**src/rtl/edge_detector_array.sv**
```systemverilog
// Per-channel edge detector with stretched, retriggerable pulses and
// saturating per-channel event counters. One channel instance per input bit.

module edge_detector_chan #(
   parameter int PULSE_LEN = 1,
   parameter int CNT_W     = 8
) (
   input  logic             clk,
   input  logic             rst,
   input  logic             in_bit,
   input  logic [1:0]       mode,
   input  logic             clr,
   output logic             pulse,
   output logic [CNT_W-1:0] count
);

   localparam int PW = $clog2(PULSE_LEN + 1);

   // ARM waits for the first sample; LOW/HIGH hold the stored level.
   // The PULSE(k) part of the state lives in plen_q (remaining pulse cycles).
   typedef enum logic [1:0] {ST_ARM, ST_LOW, ST_HIGH} state_t;

   state_t           state_q, state_d;
   logic [PW-1:0]    plen_q, plen_d;
   logic [CNT_W-1:0] cnt_q, cnt_d;
   logic             qual;

   // Next-state: level tracking, edge qualification, pulse timer, counter
   always_comb begin
      state_d = state_q;
      plen_d  = plen_q;
      cnt_d   = cnt_q;
      qual    = 1'b0;
      case (state_q)
         ST_ARM:  state_d = in_bit ? ST_HIGH : ST_LOW;
         ST_LOW: begin
            qual = in_bit && (mode == 2'b00 || mode == 2'b10);
            if (in_bit) state_d = ST_HIGH;
         end
         ST_HIGH: begin
            qual = !in_bit && (mode == 2'b01 || mode == 2'b10);
            if (!in_bit) state_d = ST_LOW;
         end
         default: state_d = ST_ARM;
      endcase
      // a qualified edge (re)loads the full pulse length, otherwise count down
      if (qual)
         plen_d = PW'(PULSE_LEN);
      else if (plen_q != '0)
         plen_d = plen_q - PW'(1);
      // clear wins over a simultaneous event; counter saturates at all-ones
      if (clr)
         cnt_d = '0;
      else if (qual && cnt_q != '1)
         cnt_d = cnt_q + CNT_W'(1);
   end

   // State registers with synchronous reset
   always_ff @(posedge clk) begin
      if (rst) begin
         state_q <= ST_ARM;
         plen_q  <= '0;
         cnt_q   <= '0;
      end else begin
         state_q <= state_d;
         plen_q  <= plen_d;
         cnt_q   <= cnt_d;
      end
   end

   assign pulse = (plen_q != '0);
   assign count = cnt_q;

endmodule

module edge_detector_array #(
   parameter int WIDTH     = 4,
   parameter int PULSE_LEN = 1,
   parameter int CNT_W     = 8
) (
   input  logic                   clk,
   input  logic                   rst,
   input  logic [WIDTH-1:0]       in,
   input  logic [1:0]             mode,
   input  logic                   clr,
   output logic [WIDTH-1:0]       pulse,
   output logic                   any_pulse,
   output logic [WIDTH*CNT_W-1:0] count
);

   logic [WIDTH-1:0][CNT_W-1:0] cnt_arr;

   for (genvar g = 0; g < WIDTH; g++) begin : g_chan
      edge_detector_chan #(
         .PULSE_LEN (PULSE_LEN),
         .CNT_W     (CNT_W)
      ) u_chan (
         .clk    (clk),
         .rst    (rst),
         .in_bit (in[g]),
         .mode   (mode),
         .clr    (clr),
         .pulse  (pulse[g]),
         .count  (cnt_arr[g])
      );
   end

   assign count = cnt_arr;

   // pulse bits are registered, so the OR is glitch-free relative to clk
   assign any_pulse = |pulse;

endmodule
```
**config.mk**
```make
export PLATFORM = sky130hd
export DESIGN_NAME = edge_detector_array
export DESIGN_NICKNAME = d
export VERILOG_FILES = /design/src/rtl/edge_detector_array.sv
export SDC_FILE = /design/constraint.sdc
export NUM_CORES = 1
export LEC_CHECK = 0
export CAP_MARGIN = 20
export CORE_MARGIN = 3
export CORE_UTILIZATION = 56
export CTS_CLUSTER_SIZE = 25
export DETAILED_ROUTE_END_ITERATION = 8
export GPL_ROUTABILITY_DRIVEN = 0
export HOLD_SLACK_MARGIN = 0.05
export PLACE_DENSITY = 0.85
export SLEW_MARGIN = 30
export SYNTH_ARGS = -nofsm -noshare
export SYNTH_HDL_FRONTEND = slang
export SYNTH_SLANG_ARGS = --single-unit
```
**constraint.sdc**
```tcl
create_clock -name clk -period 5.55 [get_ports clk]
set_input_delay 1.11 -clock clk [delete_from_list [all_inputs] [get_ports clk]]
set_output_delay 1.11 -clock clk [all_outputs]
set_load 0.05 [all_outputs]
```
# ---- After elaboration in Yosys (flattened, before gate mapping)
# Index checks and enable logic that the tools add are counted.
# W data, S select, Z words.
dict set report totals {
  word_cells 99
  ff_bits 44
  out_inout_bits 37
  input_bits 9
}
dict set report op_classes {
  n_mux 28
  n_eq_ne 22
  n_reduce_logical 29
  addsub 8
}
# op n
set op_table {}
lappend op_table {{$add A8 B1 Y8 const B} 4}
lappend op_table {{$ne A8 B8 Y1 const B} 4}
lappend op_table {{$mux W2} 12}
lappend op_table {{$pmux W2 S3} 4}
lappend op_table {{$ne A2 B2 Y1 const B} 8}
lappend op_table {{$logic_and A1 B1 Y1} 12}
lappend op_table {{$eq A2 B1 Y1 const B} 5}
lappend op_table {{$eq A2 B2 Y1 const B} 5}
lappend op_table {{$logic_not A2 Y1} 5}
lappend op_table {{$mux W1} 8}
lappend op_table {{$pmux W1 S2} 4}
lappend op_table {{$reduce_and A2 Y1} 4}
lappend op_table {{$logic_not A1 Y1} 4}
lappend op_table {{$reduce_or A4 Y1} 1}
lappend op_table {{$sub A1 B1 Y1 const B} 4}
lappend op_table {{$logic_or A1 B1 Y1} 2}
lappend op_table {{$reduce_or A2 Y1} 1}

# ---- Longest topological paths before layout
# Gate-level depths: netlist of the first run.
dict set report depth {
  word_depth 5
  mapped_depth 7
  ltp_nobuf 6
}

# ---- Hierarchy
# From an unflattened synthesis of the first run, not the netlist that was laid out.
dict set report unflattened {
  hier_cells 285
  hier_area_um2 2570.0
}
# mod area_each_um2 cells_each seq_area_each_um2 instances
set by_module_without_submodules {}
lappend by_module_without_submodules {edge_detector_chan 640.6 71 220.2 4}
lappend by_module_without_submodules {edge_detector_array 7.5 1 0.0 1}

# ---- Worst setup path after synthesis of the first run
# Ideal clock, no wire load.
dict set report synth_timing {
  kind {input to register}
  start {input mode[0]}
  end {register g_chan[1].u_chan.cnt_q[4]}
  required_time_ps 5480
  path_buffers 2
  cell_stages 6
  slack_ps 3152
  arrival_ps 2327
  setup_ps 70
  cell_sequence {buf_4 -> nand3b_1 -> and3_1 -> clkbuf_2 -> or4_1 -> a21oi_1}
}
dict set report synth_between {
  elab_chain_cells 5
  word_cells_on_any_way 9
  cone_classes {eq/ne (2); mux (1); reduce/logical (6)}
}
# element line_no
set synth_lines {}
lappend synth_lines {{from (decl)} 84} ;# input logic [1:0] mode,
lappend synth_lines {{$eq A2 B1 Y1, or another cell as far along} 41} ;# qual = !in_bit && (mode == 2'b01 || mode == 2'b10);
lappend synth_lines {{$logic_or A1 B1 Y1 (on tied branches)} {41, 37}}
lappend synth_lines {{$logic_and A1 B1 Y1 (on tied branches)} {41, 37}}
lappend synth_lines {{$pmux W1 S2 (*)} 34} ;# case (state_q)
lappend synth_lines {{$logic_and A1 B1 Y1 (*)} 54} ;# else if (qual && cnt_q != '1)
lappend synth_lines {{to (signal assigned)} 67} ;# cnt_q <= cnt_d;
lappend synth_lines {{to (decl)} 25} ;# logic [CNT_W-1:0] cnt_q, cnt_d;
# Mark *: on every way between the ends. The rest lies on a longest branch, timed or not.
# A chain may end at the register's enable or synchronous reset.

# ---- Worst setup path after layout of the first run
dict set report layout_timing {
  start {register g_chan[1].u_chan.plen_q}
  end {output any_pulse}
}
dict set report layout_between {
  elab_chain_cells 1
}
# element line_no
set layout_lines {}
lappend layout_lines {{from (decl)} 24} ;# logic [PW-1:0] plen_q, plen_d;
lappend layout_lines {{from (signal assigned)} 66} ;# plen_q <= plen_d;
lappend layout_lines {{$reduce_or A4 Y1} 111} ;# assign any_pulse = |pulse;
lappend layout_lines {{to (decl)} 87} ;# output logic any_pulse,
# Every way passes these cells.

==> results by group, run 1 <==
Run status
  • Status: finished, final reports clean

Global route
  • Total grt overflow: 0
  • Antenna violations before repair: 0
  • Vias in the first global route: 2088
  • GRT Util Overall: 22.1%
  • Largest net degree at the start of global routing: 27
  • First-pass GRT wire length: 9.47 mm

Worst setup path
  • WS Path Type: register to primary output
  • Worst Path Arrival: 1.89 ns
  • Top Family by Delay on Critical Path: buffers and inverters
  • Worst path bufs/invs: 1
  • Slowest stage cell on the critical path: clkdlybuf4s50_1
  • CP peak stage delay: 0.72 ns
  • Critical Path End Type: primary output
  • Crit-path cells: or4_1 > clkdlybuf4s50_1
  • Crit path max fanout: 2
  • Startpoint Class: register
  • CP Data Required Time: 4.44 ns

CTS
  • H-tree lvl count: 2
  • CTS resizes: 0
  • Inserted Clock Buffers: 5
  • Post-CTS Setup Inserts: 0
  • Clk_lat worst skew: 0.30 ns
  • Cts hold-fix bufs: 0
  • Clk sinks: 44
  • Root buffer cell: clkbuf_8
  • CTS tree: yes
  • Clk buf depth: 2
  • Clock transition at path regs: 0.09 ns

Synth
  • Distinct cells, synth: 46
  • Simple-gate portion of the synthesized area: 26.5%
  • Post-synth EDFFs: 0
  • Post-Synthesis Cells: 293
  • Post-synthesis mux area share: 1.98%
  • Adder-cell share of the synthesized area: 7.92%
  • Post-Synth XOR/XNOR Area: 0.347%
  • Mapped Avg Cell Area: 8.63 sq um
  • Post-synth ARST share: 0%
  • Synth Flop Type: dfxtp_1
  • Synth area leaders: dfxtp_1 (35%), ha_1 (7.9%), a21oi_1 (4.6%), nor2_1 (3.9%), nand2_1 (3.3%)
  • Largest family of logic cells by synthesized area: simple AND/OR/NAND/NOR gates
  • Area leader, netlist: dfxtp_1
  • Cell Area, Synth: 0.00253 sq mm
  • Post-synthesis compound-gate area fraction: 23.2%
  • #FFs+latches synth: 44
  • Sequential-to-total area share from yosys stat: 34.9%
  • Yosys warns: 0
  • Post-synth top area share: 34.9%
  • Synthesized net count: 318

Power and ir drop
  • Pwr Total: 975 uW
  • Leak: 1.06 nW
  • PwrDens: 316 mW/mm^2
  • Peak supply drop: 149 uV

Timing
  • Min Tclk post-route: 3.00 ns
  • Fin Setup TNS: 0 ns
  • Final setup vio count: 0
  • Peak Freq: 334 MHz
  • Slew Limit Fails: 0
  • RSZ-0062 raised after global routing: no
  • Slew Limit Headroom: 52.9%
  • Final-report hold violation count: 0
  • Crit share post-route: 54.0%
  • Worst-Margin Slew: 0.705 ns
  • Worst Skew: 0.0101 ns

Routing
  • Total vias in the final route: 2371
  • Final antenna-violating net count: 0
  • DRC viols: 0
  • DRT Pass-1 Iters: 4
  • Vias per cell: 6.21
  • Starting DRT DRC Count: 176
  • Total Wirelength: 5.73 mm
  • Drt wl/cell: 15.0 um

Finish
  • Sequential standard cell area: 881 sq um
  • # nets final: 356
  • Multi-input gate area: 0.00152 sq mm
  • Commonest non-fill, non-tap cells in the layout: clkdlybuf4s50_1 (45), dfxtp_1 (44), nor2_1 (25)
  • Area Growth Syn to Fin: 22.3%
  • Share of post-route cells with drive strength above 1: 7.83%
  • Final Util: 74.1%
  • Post-route insts no fill: 382
  • Ant. Diodes: 0
  • Commonest non-fill, non-tap cell in the layout: clkdlybuf4s50_1
  • Fill cells: 333

Floorplan
  • Die ar.: 0.00536 sq mm
  • Die X-Extent: 73.2 um
  • Starting Density: 60.6%
  • Rows: 23
  • Ports: 46
  • CORE AREA: 0.00417 sq mm
  • Die Y: 73.2 um

Placed design
  • I/O Buffers: 45
  • DP Wirelength: 4.08 mm
  • Placed cell count: 374

Hold path
  • Worst min path class: register to register

Run
  • Count of maximum capacitance violations: 0
[sequential cells by signal (all words and copies together), names as in the netlist]
name                   flops
g_chan.u_chan.pulse        4
g_chan.u_chan.count       32
g_chan.u_chan.state_q      8
[final cells by class]
class | instances | area share (%)
clock buffers | 6 | 2.67
repair buffers | 45 | 14.6
flip-flops and latches | 44 | 28.5
multi-input cells | 220 | 49.1
clock inverters | 2 | 1.26
inverters | 15 | 1.82
well taps | 50 | 2.02
[worst register-to-register path, cell delays in order (launching register included)]
cell and delay, ns:
dfxtp_1 0.38, inv_1 0.10, ha_1 0.31, nand2_1 0.06
o31a_1 0.42, or4_1 0.57, a21oi_1 0.14
[power by group]
part,switching [mW],leakage [nW],internal [mW]
combinational,0.207,0.640,0.129
sequential,0.0298,0.356,0.347
clock,0.116,0.0614,0.147
total,0.352,1.06,0.623
[synth_stat cells, drive strengths merged, types with 3 or more instances]
cell type / instances
inv: 15
and2: 4
a31o: 3
o41ai: 6
a21oi: 23
a31oi: 3
or3: 11
or4b: 4
o31ai: 11
dfxtp: 44
nand4: 7
nand2: 22
clkbuf: 8
o311ai: 6
o21ai: 13
and4bb: 4
a311oi: 5
or4: 7
o211ai: 4
and3: 3
nand3: 11
ha: 16
mux2i: 5
nor2: 26
buf: 6
[metal layers]
metal / up-vias / GRT usage (%) / part of all wire (%)
met2: 61 / 34.0 / 46
li1: 1193 / - / -
met1: 1105 / 30.0 / 47
met3: 12 / 5.37 / 4.8
met5: - / 0 / 0
met4: 0 / 8.40 / 2.0
[cells by family after synthesis]
logic type	count (synthesis)
XOR/XNOR	1
buffers and inverters	29
multiplexers	5
AND/OR/NAND/NOR	116
flip-flops	44
AO/OA/AOI/OAI	82
adder cells (fa/ha/maj)	16
[final timing paths]
| path | from | to | slack [ns] | depth (start not counted) |
|---|---|---|---|---|
| max | g_chan[1].u_chan.pulse | any_pulse | 2.55 | 2 |
| min | g_chan[1].u_chan.state_q[0] | g_chan[1].u_chan.state_q[1] | 0.52 | 2 |
| max reg2reg | g_chan[3].u_chan.state_q[0] | g_chan[3].u_chan.count[4] | 3.50 | 6 |
| min reg2reg | g_chan[1].u_chan.state_q[0] | g_chan[1].u_chan.state_q[1] | 0.52 | 2 |
[through the flow]
step           instance area (sq um)  hold slack [ns]  worst slack [ns]
6_report                        3090            0.518              2.55
5_1_grt                         3090            0.548              2.46
4_1_cts                         3090            0.521              2.53
3_5_place_dp                    2970            0.500              2.32
3_3_place_gp                    2970            0.488              2.29
2_1_floorplan                   2530            0.485              3.15
Power figures use the tool's default switching activity.
==> inputs of run 2 (changes only) <==
--- a/config.mk
+++ b/config.mk
@@ -7,12 +7,12 @@
 export LEC_CHECK = 0
 export CAP_MARGIN = 20
 export CORE_MARGIN = 3
-export CORE_UTILIZATION = 56
+export CORE_UTILIZATION = 52
 export CTS_CLUSTER_SIZE = 25
 export DETAILED_ROUTE_END_ITERATION = 8
 export GPL_ROUTABILITY_DRIVEN = 0
 export HOLD_SLACK_MARGIN = 0.05
-export PLACE_DENSITY = 0.85
+export PLACE_DENSITY = 0.79
 export SLEW_MARGIN = 30
 export SYNTH_ARGS = -nofsm -noshare
 export SYNTH_HDL_FRONTEND = slang
==> constraint.sdc (replaced) <==
create_clock -name clk -period 2.95 [get_ports clk]
set_input_delay 0.59 -clock clk [delete_from_list [all_inputs] [get_ports clk]]
set_output_delay 0.59 -clock clk [all_outputs]
set_load 0.05 [all_outputs]
==> run 2 against run 1 <==
Setup slack worse by 2.1 ns. Sequential share of layout area hardly changed. Critical path type unchanged. First-iteration DRC count decreased by 38%. Largest cell class unchanged. Critical path depth is the same. Wire length is 2.4% lower. Sequential power up 88%. Combinational power rose by 88%.
==> results by group, run 2 (synthesized netlist as in run 1, its figures left out) <==
Routing
  • Total Wirelength: 5.59 mm (-2.4%)
  • Drt wl/cell: 14.0 um (-6.5%)
  • Total vias in the final route: 2377 (+0.25%)
  • Final antenna-violating net count: 0 (unchanged)
  • Starting DRT DRC Count: 110 (-38%)
  • DRT Pass-1 Iters: 4 (unchanged)
  • Vias per cell: 5.96 (-4.0%)
  • DRC viols: 0 (unchanged)

CTS
  • Clk buf depth: 2 (unchanged)
  • CTS resizes: 0 (unchanged)
  • Inserted Clock Buffers: 5 (unchanged)
  • Post-CTS Setup Inserts: 0 (unchanged)
  • Cts hold-fix bufs: 0 (unchanged)
  • H-tree lvl count: 2 (unchanged)
  • CTS tree: yes
  • Root buffer cell: clkbuf_8
  • Clk sinks: 44 (unchanged)
  • Clock transition at path regs: 0.08 ns (about the same)
  • Clk_lat worst skew: 0.29 ns (about the same)

Global route
  • Vias in the first global route: 2126 (+1.8%)
  • Met3 GRT Util: 3.96% (-1.4 points)
  • Global routing's busiest layer: met2
  • Antenna violations before repair: 0 (unchanged)
  • Largest net degree at the start of global routing: 18 (-33%)
  • GRT Util Overall: 20.6% (-1.6 points)
  • Total grt overflow: 0 (unchanged)
  • Grt met1 use: 27.3% (-2.7 points)
  • Met2 usage: 33.7% (-0.31 points)
  • First-pass GRT wire length: 9.29 mm (-1.8%)

Worst setup path
  • Crit path max fanout: 2 (unchanged)
  • Worst path bufs/invs: 1 (unchanged)
  • Worst Path Arrival: 1.87 ns (-0.02 ns)
  • WS Path Type: register to primary output
  • Startpoint Class: register
  • Crit-path cells: or4_1 > clkdlybuf4s50_1
  • Slowest stage cell on the critical path: clkdlybuf4s50_1
  • CP Data Required Time: 2.36 ns (-2.08 ns)
  • Top Family by Delay on Critical Path: buffers and inverters
  • CP peak stage delay: 0.72 ns (about the same)
  • Critical Path End Type: primary output

Timing
  • Min Tclk post-route: 2.46 ns
  • Worst-Margin Slew: 0.601 ns (-0.104 ns)
  • Worst Skew: 0.00349 ns (-0.00662 ns)
  • Final-report hold violation count: 0 (unchanged)
  • Slew Limit Fails: 0 (unchanged)
  • Peak Freq: 407 MHz
  • Final setup vio count: 0 (unchanged)
  • RSZ-0062 raised after global routing: no
  • Fin Setup TNS: 0 ns (unchanged)
  • Crit share post-route: 83.2%
  • Slew Limit Headroom: 59.9% (+7.0 points)

Placed design
  • I/O Buffers: 45 (unchanged)
  • DP Wirelength: 4.11 mm (+0.74%)

Power and ir drop
  • Pwr Total: 1.70 mW (+74%)
  • Leak: 1.05 nW (-0.56%)
  • Peak supply drop: 341 uV (+130%)
  • PwrDens: 551 mW/mm^2 (+75%)

Floorplan
  • Die Y: 75.7 um (+3.5%)
  • CORE AREA: 0.00453 sq mm (+8.7%)
  • Starting Density: 55.7% (-4.8 points)
  • Die ar.: 0.00573 sq mm (+7.0%)
  • Ports: 46 (unchanged)
  • Rows: 24 (+4.3%)
  • Die X-Extent: 75.7 um (+3.5%)

Run status
  • Status: finished, final reports clean

Hold path
  • Worst min path class: register to register

Run
  • Count of maximum capacitance violations: 0 (unchanged)

Finish
  • Ant. Diodes: 0 (unchanged)
  • Max FFs per register: 32 (unchanged)
  • Area Growth Syn to Fin: 22.1%
  • Commonest non-fill, non-tap cells in the layout: clkdlybuf4s50_1 (45), dfxtp_1 (44), nor2_1 (26)
  • Share of post-route cells with drive strength above 1: 7.78% (-0.047 points)
  • # nets final: 359 (+0.84%)
  • Commonest non-fill, non-tap cell in the layout: clkdlybuf4s50_1
==> run 2: metrics by stage <==
step | hold WS [ns] | cells | instance area, sq um | util [%] | setup WS (ns)
2_1_floorplan | 0.485 | 293 | 2530 | - | 1.07
3_3_place_gp | 0.481 | 392 | 3010 | 66.3 | 0.400
3_5_place_dp | 0.489 | 392 | 3010 | 66.3 | 0.373
4_1_cts | 0.504 | 399 | 3090 | 68.0 | 0.475
5_1_grt | 0.531 | 399 | 3090 | 68.0 | 0.443
6_report | 0.500 | 399 | 3090 | 68.0 | 0.495
==> run 2: cell type report <==
type                       count  area, sq um
sequential                    44          881
fill                         403         1450
inverter                      15         56.3
multi-input combinational    220         1520
clock inverter                 1         5.00
clock buffer                   6         72.6
timing repair buffer          48          473
tap                           65         81.3
==> run 2: tightest hold or removal path, cell delays in order (launching register included) <==
cell and delay [ns]:
dfxtp_1 0.34, nand2_1 0.06, mux2i_1 0.05
==> run 2: report_power, final <==
group / switching (mW) / leakage [nW] / internal (mW)
Clock: 0.200 / 0.0410 / 0.161
Sequential: 0.0572 / 0.356 / 0.652
Combinational: 0.385 / 0.655 / 0.245
==> run 2: metal layers <==
layer,vias to the layer above,share of wire (%)
met5,-,0
met4,0,1.4
met3,9,4.6
met2,66,46
met1,1109,48
li1,1193,-
==> run 2: final timing paths <==
path	endpoint	from	cells after the start	slack [ns]
worst max-delay path	any_pulse	g_chan[1].u_chan.pulse	2	0.49
worst min-delay path	g_chan[1].u_chan.count[1]	g_chan[1].u_chan.count[1]	2	0.50
worst max register to register	g_chan[3].u_chan.count[4]	g_chan[3].u_chan.state_q[0]	6	0.94
worst min register to register	g_chan[1].u_chan.count[1]	g_chan[1].u_chan.count[1]	2	0.50
